### src/rtl/cla_nibble_seq.sv
// Sequential wide adder: one 4-bit carry-lookahead slice walks the operands LSB nibble first.
// Optional subtract mode is compiled in with `define CLA_SUB_EN.
module cla_nibble_seq #(
  parameter int WIDTH = 16
) (
  input  logic             clk,
  input  logic             rst,
  input  logic             in_valid,
  output logic             in_ready,
  input  logic [WIDTH-1:0] a,
  input  logic [WIDTH-1:0] b,
  input  logic             cin,
`ifdef CLA_SUB_EN
  input  logic             sub,
`endif
  output logic             out_valid,
  input  logic             out_ready,
  output logic [WIDTH-1:0] sum,
  output logic             cout,
  output logic             ovf,
  output logic             busy
);

  localparam int NIB = WIDTH / 4;
  localparam int IW  = (NIB > 1) ? $clog2(NIB) : 1;
  localparam logic [IW-1:0] LAST = IW'(NIB - 1);

  localparam logic [1:0] IDLE = 2'd0;
  localparam logic [1:0] RUN  = 2'd1;
  localparam logic [1:0] DONE = 2'd2;

  logic [1:0]       state_q, state_d;
  logic [WIDTH-1:0] a_q, a_d, b_q, b_d, sum_q, sum_d;
  logic             carry_q, carry_d, cout_q, cout_d, ovf_q, ovf_d;
  logic [IW-1:0]    idx_q, idx_d;

  logic       op_sub;
  logic [3:0] a_n, b_n, p, g, s;
  logic [4:0] c;

`ifdef CLA_SUB_EN
  assign op_sub = sub;
`else
  assign op_sub = 1'b0;
`endif

  always_comb begin
    state_d = state_q;
    a_d     = a_q;
    b_d     = b_q;
    sum_d   = sum_q;
    carry_d = carry_q;
    cout_d  = cout_q;
    ovf_d   = ovf_q;
    idx_d   = idx_q;

    a_n = '0;
    b_n = '0;
    for (int i = 0; i < NIB; i++) begin
      if (idx_q == IW'(i)) begin
        a_n = a_q[4*i +: 4];
        b_n = b_q[4*i +: 4];
      end
    end

    // Flattened lookahead: every carry depends only on p/g and the registered carry-in.
    p    = a_n ^ b_n;
    g    = a_n & b_n;
    c[0] = carry_q;
    c[1] = g[0] | (p[0] & c[0]);
    c[2] = g[1] | (p[1] & g[0]) | (p[1] & p[0] & c[0]);
    c[3] = g[2] | (p[2] & g[1]) | (p[2] & p[1] & g[0]) | (p[2] & p[1] & p[0] & c[0]);
    c[4] = g[3] | (p[3] & g[2]) | (p[3] & p[2] & g[1]) | (p[3] & p[2] & p[1] & g[0])
         | (p[3] & p[2] & p[1] & p[0] & c[0]);
    s    = p ^ c[3:0];

    case (state_q)
      IDLE: begin
        if (in_valid) begin
          // B is stored already inverted for subtract so RUN is a plain add.
          a_d     = a;
          b_d     = op_sub ? ~b : b;
          carry_d = op_sub ? 1'b1 : cin;
          idx_d   = '0;
          state_d = RUN;
        end
      end
      RUN: begin
        for (int i = 0; i < NIB; i++) begin
          if (idx_q == IW'(i)) sum_d[4*i +: 4] = s;
        end
        carry_d = c[4];
        idx_d   = idx_q + 1'b1;
        if (idx_q == LAST) begin
          cout_d  = c[4];
          ovf_d   = (a_n[3] == b_n[3]) && (s[3] != a_n[3]);
          idx_d   = '0;
          state_d = DONE;
        end
      end
      DONE: begin
        if (out_ready) state_d = IDLE;
      end
      default: state_d = IDLE;
    endcase
  end

  always_ff @(posedge clk) begin
    if (rst) begin
      state_q <= IDLE;
      a_q     <= '0;
      b_q     <= '0;
      sum_q   <= '0;
      carry_q <= 1'b0;
      cout_q  <= 1'b0;
      ovf_q   <= 1'b0;
      idx_q   <= '0;
    end else begin
      state_q <= state_d;
      a_q     <= a_d;
      b_q     <= b_d;
      sum_q   <= sum_d;
      carry_q <= carry_d;
      cout_q  <= cout_d;
      ovf_q   <= ovf_d;
      idx_q   <= idx_d;
    end
  end

  assign in_ready  = (state_q == IDLE);
  assign out_valid = (state_q == DONE);
  assign busy      = (state_q == RUN) || (state_q == DONE);
  assign sum       = sum_q;
  assign cout      = cout_q;
  assign ovf       = ovf_q;

endmodule
### config.mk
export PLATFORM = sky130hd
export DESIGN_NAME = cla_nibble_seq
export DESIGN_NICKNAME = d
export VERILOG_FILES = /design/src/rtl/cla_nibble_seq.sv
export SDC_FILE = /design/constraint.sdc
export NUM_CORES = 1
export LEC_CHECK = 0
export ABC_AREA = 1
export BUFFER_PORTS_ARGS = -buffer_cell sky130_fd_sc_hd__buf_2
export CELL_PAD_IN_SITES_DETAIL_PLACEMENT = 0
export CELL_PAD_IN_SITES_GLOBAL_PLACEMENT = 2
export CORE_UTILIZATION = 30
export DETAILED_ROUTE_END_ITERATION = 6
export PLACE_DENSITY_LB_ADDON = 0.05
export RECOVER_POWER = 25
export SLEW_MARGIN = 20
export SYNTH_ARGS = -nofsm -noshare
export SYNTH_HDL_FRONTEND = slang
export SYNTH_SLANG_ARGS = --single-unit
### constraint.sdc
create_clock -name clk -period 2.7 [get_ports clk]
set_clock_uncertainty 0.15 [all_clocks]
set_input_delay 0.54 -clock clk [delete_from_list [all_inputs] [get_ports clk]]
set_output_delay 0.54 -clock clk [all_outputs]
set_load 0.005 [all_outputs]
; ---- Word-level counts from Yosys, hierarchy flattened
; Index checks and enable logic that the tools add are counted.
[totals]
reg_bits = 55
output_inout_bits = 21
inputBits = 37
[op_classes]
add_sub_neg = 1
eq_ne = 10
reduce_logical = 12
mux = 17
bitwise = 29
[op_table]
columns = cell, n
row1 = $mux 4, 8
row2 = $and 1x1->1, 16
row3 = $reduce_and 2->1, 6
row4 = $mux 2, 5
row5 = $or 1x1->1, 10
row6 = $xor 4x4->4, 2
row7 = $eq 2x2->1 const B, 3
row8 = $pmux 2 s3, 1
row9 = $and 4x4->4, 1
row10 = $eq 2x1->1 const B, 2
row11 = $logic_not 2->1, 2
row12 = $ne 2x2->1 const B, 2
row13 = $pmux 2 s2, 1
row14 = $reduce_and 3->1, 1
row15 = $add 2x1->2 const B, 1
row16 = $ne 2x1->1 const B, 1
row17 = $pmux 1 s2, 1
row18 = $reduce_bool 2->1, 1
row19 = $eq 1x1->1, 1
row20 = $logic_and 1x1->1, 1
row21 = $logic_or 1x1->1, 1
row22 = $mux 1, 1
row23 = $ne 1x1->1, 1

; ---- Depth between registers and ports, before layout
; Gate-level depths: netlist of the first run.
[logic_depth]
depth_word = 13
ltp_mapped = 17

; ---- Worst setup path before layout of the first run
; Ideal clock, no wire load.
[synth_timing]
path_kind = flip-flop to flip-flop
start = register idx_q[0]
end = register sum_q[3] (netlist: sum[3])
period_less_slack_ps = 2422
t_arrival_ps = 2163
stages_incl_launch_ff = 17
slack_ps = 278
path_cell_list = dfxtp_1 -> inv_1 -> ha_1 -> inv_2 -> clkbuf_1 -> nand2_1 -> o21ai_0 -> a21oi_1 -> ha_1 -> nand3_1 -> nand3_1 -> nor2_4 -> inv_2 -> nand2_2 -> nand3_1 -> nand2_1 -> inv_1
[synth_between]
elab_chain_len = 11
elab_cells_between_ends = 24
classes_between = eq/ne: 3 / mux: 8 / bitwise: 11 / reduce/logical: 2
[synth_rtl]
columns = item, line_no
row1 = start: declaration, 35  ; logic [IW-1:0] idx_q, idx_d;
row2 = start signal: assignment, 126  ; idx_q <= idx_d;
row3 = $logic_not 2->1, "60, 90"
row4 = $mux 4 (4 in a row), 60  ; if (idx_q == IW'(i)) begin
row5 = $xor 4x4->4 or $and 4x4->4 (tied branches), "67, 68"
row6 = $and 1x1->1, 72  ; c[3] = g[2] | (p[2] & g[1]) | (p[2] & p[1] & g[0]) | (p[2] & p[1] & p[0] & c[0]);
row7 = $or 1x1->1 or $and 1x1->1 (tied branches) (2 in a row), 72
row8 = $or 1x1->1, 72
row9 = $xor 4x4->4, 75  ; s = p ^ c[3:0];
row10 = end signal: assignment, 122  ; sum_q <= sum_d;
row11 = end: declaration, 33  ; logic [WIDTH-1:0] a_q, a_d, b_q, b_d, sum_q, sum_d;
; Parallel ways exist; a longest one is shown, timed or not.
; A chain may end at the register's enable or synchronous reset.

; ---- Worst setup path in the final report of the first run
[layout_timing]
start = register idx_q[0]
end = register sum_q[2] (netlist: sum[2])
[layout_between]
elab_chain_len = 10
elab_cells_between_ends = 21
classes_between = eq/ne: 3 / mux: 8 / bitwise: 8 / reduce/logical: 2
[layout_rtl]
columns = item, line_no
row1 = $logic_not 2->1, "60, 90"
row2 = $mux 4 (4 in a row), 60
row3 = $xor 4x4->4 or $and 4x4->4 (tied branches), "67, 68"
row4 = $and 1x1->1, 71  ; c[2] = g[1] | (p[1] & g[0]) | (p[1] & p[0] & c[0]);
row5 = $or 1x1->1 or $and 1x1->1 (tied branches), 71
row6 = $or 1x1->1, 71
row7 = $xor 4x4->4, 75
; Parallel ways exist; a longest one is shown, timed or not.

==> results of run 1 <==
==> layer usage <==
layer	GRT usage (%)	share of wire, %	routed length (um)	vias up
li1	-	-	-	1214
met1	20.4	50	3200	1003
met2	25.5	45	2890	38
met3	2.91	3.3	211	5
met4	3.46	0.83	53	0
met5	0	0	0	-
==> critical path: cells and delay by family, from the launching register on <==
kind / cells / cell delay [ns]
xor+xnor: 1 / 0.19
flops: 1 / 0.37
simple gates: 3 / 0.32
compound gates: 4 / 0.41
buf+inv: 5 / 0.50
fa+ha+maj: 2 / 0.45
==> report_power, final <==
part	switching (W)	internal [W]	total, W
combinational	0.000857	0.000583	0.00144
clock	0.000273	0.000210	0.000483
sequential	0.000127	0.00101	0.00114
==> registers in the layout, summed over array words and instances, names as in the netlist <==
signal	cells
cout	1
idx_q	2
b_q	16
ovf	1
state_q	2
carry_q	1
a_q	16
sum	16
==> cell families after synthesis <==
kind of cell | after synthesis | share of synthesized area, %
compound gates | 89 | 20.2
xor+xnor | 2 | 0.982
fa+ha+maj | 12 | 6.18
buf+inv | 48 | 7.95
flops | 55 | 43.2
simple gates | 134 | 21.5
==> path summary, 6_finish.rpt <==
kind | cells past startpoint | endpoint | slack (ns) | startpoint
worst max-delay path | 15 | sum[2]$_SDFFE_PP0P_ | 0.20 | idx_q[0]$_SDFFE_PP0P_
worst min-delay path | 3 | a_q[10]$_SDFFE_PP0P_ | 0.31 | a[10]
worst max register to register | 15 | sum[2]$_SDFFE_PP0P_ | 0.20 | idx_q[0]$_SDFFE_PP0P_
worst min register to register | 2 | sum[12]$_SDFFE_PP0P_ | 0.33 | sum[12]$_SDFFE_PP0P_
==> stage by stage <==
stage                     utilization [%]  setup slack, ns  total power [W]
final                                37.6            0.203          0.00306
after global routing                 37.6          -0.0107          0.00338
after CTS                            36.8           0.0583          0.00301
after detailed placement             35.6          -0.0167          0.00251
after global placement               35.6           0.0467          0.00250
after floorplan                         -            0.278          0.00210
==> area by class of cell <==
type,instances,area share [%]
timing repair buffer,63,10.2
clock inverter,2,0.527
inverter,32,4.13
clock buffer,6,2.67
sequential,55,35.8
tap,105,4.25
multi-input combinational,237,42.4
==> repair_timing <==
item / CTS / global route
endpoints found under the setup margin: 7 / 11
endpoints found under the hold margin: 0 / 0
gates resized for setup: 1 / 18
buffers inserted: 0 / 1
pin swaps: 0 / 5
==> synth_stat cells (4+ instances only) <==
master,count,area (um2)
ha_1,11,138
o21ai_1,13,65.1
inv_1,24,90.1
nor2_1,90,338
a21oi_1,18,90.1
inv_2,8,30.0
buf_2,6,30.0
nand2_2,5,31.3
o211ai_1,4,30.0
nand2_1,24,90.1
nand3_1,12,60.1
clkbuf_1,7,26.3
dfxtp_1,55,1100
a22oi_1,7,52.6
o21ai_0,39,195
==> layout by cell type (no fill, tap or decap), types with 10 or more instances in the layout <==
cell type  count
inv_1         22
dfxtp_1       53
buf_2         44
a21oi_1       18
clkbuf_1      13
nor2_1        90
nand3_1       10
nand2_1       23
o21ai_1       14
o21ai_0       38
==> metrics.txt, run 1 <==
sequential cell area fraction in the yosys report 43.2%; total grt overflow 0; worst hold path type in -> reg; setup TNS 0 ns; CP max-delay cell dfxtp_2; Syn Area/Cell 7.50 um2; Avg WL per Cell 12.7 um; largest net degree at the start of global routing 49; Final Hold Fails 0; Syn Nets 389; Finished Layout Cells 500; die width 94.2 um; #FFs+latches synth 55; warnings from Yosys 0; Antenna Diode Count 0; area occupied by multi-input gates 0.00131 mm2; min Tclk post-route 2.50 ns; # port buffers 57; die area 0.00887 mm2; area of the core 0.00822 mm2; CP peak stage delay 0.37 ns; worst-margin pin slew 0.691 ns; Rel. slew slack 53.9%; Final HPWL DP 4.64 mm; critical path endpoint category register; drt pass-1 iters 4; worst skew pair latency 0.31 ns; design area 0.00309 mm2; H-tree Lvls 2; PD cells 991 mW/mm2; clk sink count 55; Top FF cell, synth dfxtp_1; layout overhead on the synthesized area 21.1%; DIE HEIGHT 94.2 um; critical setup path kind reg -> reg; hold_ws 0.313 ns; Critical Path RT 2.76 ns; placed cell count 491; Post-Syn Area 0.00255 mm2; Max VDD drop 0.271 mV; Finish-stage setup viols 0; Post-CTS Hold Buffers 0; Residual DRC 0; clock root cell clkbuf_8; Crit path arrival time 2.56 ns; synth unique cells 28; Final ANT Viol Nets 0; routed vias/inst 4.52; total routed wirelength 6.36 mm; layout cells sized above 1 23.0%; MaxCap Viol Count 0; Startpoint Class register; TritonCTS Buffers 5; final period utilization 92.5%; overall global routing resource usage 15.4%; Max Slew Vio Count 0; CTS tree done; wire length of the first global-routing pass 10.7 mm; Crit Path Max Fanout 7; post-layout net count 443; total I/O pin count 58; Row Count 33; Async S/R FF share, synth 0%; CTS max path bufs 2; initial drt markers 54; outcome completed; via count 2260; cell leakage power 1.41 nW; fillers 922; vias in the first global route 2130; register area 0.00111 mm2; Clock Pin Slew Worst Setup and Hold Paths 0.10 ns; initial antenna violation count 0; RD Place Congestion 0.797; dpl cell area 0.00292 mm2; Peak Freq 0.401 GHz; number of enable flip-flop cells after synthesis 0; Initial Util 31.0%; Mapped Cells 340; CP cell instances inv_4 -> ha_4 -> inv_1 -> nor2_4 -> a22oi_1 -> nand2_1 -> o21ai_0 -> a21oi_1 -> ha_1 -> buf_4 -> buf_4 -> xnor2_4 -> nand2_1 -> o211ai_1 -> inv_1
Note: power is estimated with default switching activity, not from simulation.
==> run 2: changes to the inputs <==
- REMOVE_ABC_BUFFERS: not set -> 1
- SKIP_CTS_REPAIR_TIMING: not set -> 1
==> run 2 against run 1 <==
Effect of this change: count of clock-buffer cells in the layout unchanged; cell area up 4.5%; worst setup slack worse by 0.024 ns; die area unchanged; total power up 6.6%; largest power group unchanged; highest routed layer unchanged.
==> metrics.txt, run 2 (same netlist as run 1, synthesis figures left out) <==
via count 2288; Residual DRC 0; area of the core 0.00822 mm2; crit path from idx_q[0]$_SDFFE_PP0P_; register area 0.00111 mm2; H-tree Lvls 2; worst-margin pin slew 0.682 ns; setup TNS 0 ns; final period utilization 93.4%; hold path startpoint a[14]; layout cells sized above 1 26.9%; worst hold path type in -> reg; layout overhead on the synthesized area 26.5%; Initial Util 31.0%; die area 0.00887 mm2; fillers 931; Startpoint Class register; hold path depth 3; Final Hold Fails 0; Rel. slew slack 54.5%; Antenna Diode Count 0; RD Place Congestion 0.724; DIE HEIGHT 94.2 um; commonest non-fill, non-tap cell in the layout nor2_1; Crit path arrival time 2.58 ns; Critical Path RT 2.76 ns; CP cell instances buf_6 -> ha_4 -> nor2_4 -> buf_6 -> a22oi_1 -> nand2_1 -> o21ai_1 -> a21oi_1 -> ha_1 -> nand3_2 -> nand3_2 -> nor2_4 -> inv_2 -> nand2_4 -> nand3_1 -> nand2_1 -> inv_1; die width 94.2 um; R2R setup slack 0.18 ns; wire length of the first global-routing pass 9.94 mm; Power Total 0.00326 W; CP top delay family simple AND/OR/NAND/NOR gates; design area 0.00323 mm2; dpl cell area 0.00293 mm2; initial drt markers 36; TritonCTS Buffers 5; total routed wirelength 6.10 mm; CP peak stage delay 0.37 ns; clk sink count 55; routed vias/inst 4.51; Hold EP a_q[14]$_SDFFE_PP0P_; # port buffers 57; cell leakage power 1.47 nW; Row Count 33; MaxCap Viol Count 0; vias in the first global route 2091; area occupied by multi-input gates 0.00136 mm2; clock root cell clkbuf_8; worst skew pair latency 0.30 ns; Reg2Reg Launch Point idx_q[0]$_SDFFE_PP0P_; CP Buf/Inv Count 4; Finished Core Util 39.3%; Final ANT Viol Nets 0; most frequent cells in the layout nor2_1 (90), dfxtp_1 (53), buf_2 (44); worst reg-to-reg path cell count 17; CP max-delay cell dfxtp_4; Peak Freq 0.397 GHz; post-layout net count 450; largest net degree at the start of global routing 49; Max VDD drop 0.264 mV; outcome completed; min Tclk post-route 2.52 ns; critical setup path kind reg -> reg; critical path endpoint category register; Reg2Reg Capture Point sum[3]$_SDFFE_PP0P_; total grt overflow 0; drt pass-1 iters 4; Max Slew Vio Count 0; PD cells 1010 mW/mm2; Crit Path Max Fanout 6; total I/O pin count 58; Clock Pin Slew Worst Setup and Hold Paths 0.10 ns; Avg WL per Cell 12.0 um; CTS tree done; initial antenna violation count 0; Finish-stage setup viols 0; Final HPWL DP 4.40 mm; overall global routing resource usage 14.2%; CTS max path bufs 2
run 2: cell count changes in the layout (fill, tap and decap cells not counted), moves of 2 or more:
cell | previous run | this run
inv_4 | 3 | 1
nand3_1 | 10 | 8
nand2_1 | 23 | 21
o21ai_0 | 38 | 35
buf_6 | 0 | 2
a21oi_2 | 2 | 5
inv_2 | 7 | 9
o21ai_1 | 14 | 17
a21oi_1 | 18 | 15
nand3_2 | 2 | 4
buf_4 | 6 | 10
run 2: stage by stage:
step,cells,hold WS (ns),setup WS [ns]
2_1_floorplan,324,0.300,0.311
3_3_place_gp,492,0.311,0.0286
3_5_place_dp,492,0.318,-0.0221
4_1_cts,500,0.317,-0.0550
5_1_grt,507,0.315,-0.0239
6_report,507,0.320,0.179
run 2: worst max path at each step:
stage	end	cells past startpoint
floorplan	sum[7]$_SDFFE_PP0P_	16
global placement	sum[10]$_SDFFE_PP0P_	13
detailed placement	sum[6]$_SDFFE_PP0P_	13
CTS	sum[14]$_SDFFE_PP0P_	13
global route	sum[11]$_SDFFE_PP0P_	18
finish	sum[3]$_SDFFE_PP0P_	17
run 2: worst min-delay path, stage by stage:
cell	delay, ns
buf_2	0.07
o21ai_1	0.06
nor2_1	0.07
run 2: layer usage:
layer  global-route usage [%]  routed length (um)  up-vias  part of all wire, %
met2                     24.0                2750       40                   45
met1                     18.7                3110     1019                   51
met5                        0                   0        -                    0
li1                         -                   -     1224                    -
met3                     2.43                 179        5                  2.9
met4                     3.08                  55        0                 0.90
run 2: final cells by class:
cell class                 count  area share (%)
clock inverter                 2            1.09
multi-input combinational    237            42.1
timing repair buffer          70            12.0
clock buffer                   6            2.56
inverter                      32            3.92
tap                          105            4.07
sequential                    55            34.3
run 2: power by group:
part           leakage (nW)  switching [W]  internal, W  total [W]
registers             0.453       0.000116      0.00101    0.00113
clock network        0.0612       0.000263     0.000301   0.000564
logic                 0.954       0.000905     0.000663    0.00157
total                  1.47        0.00128      0.00198    0.00326
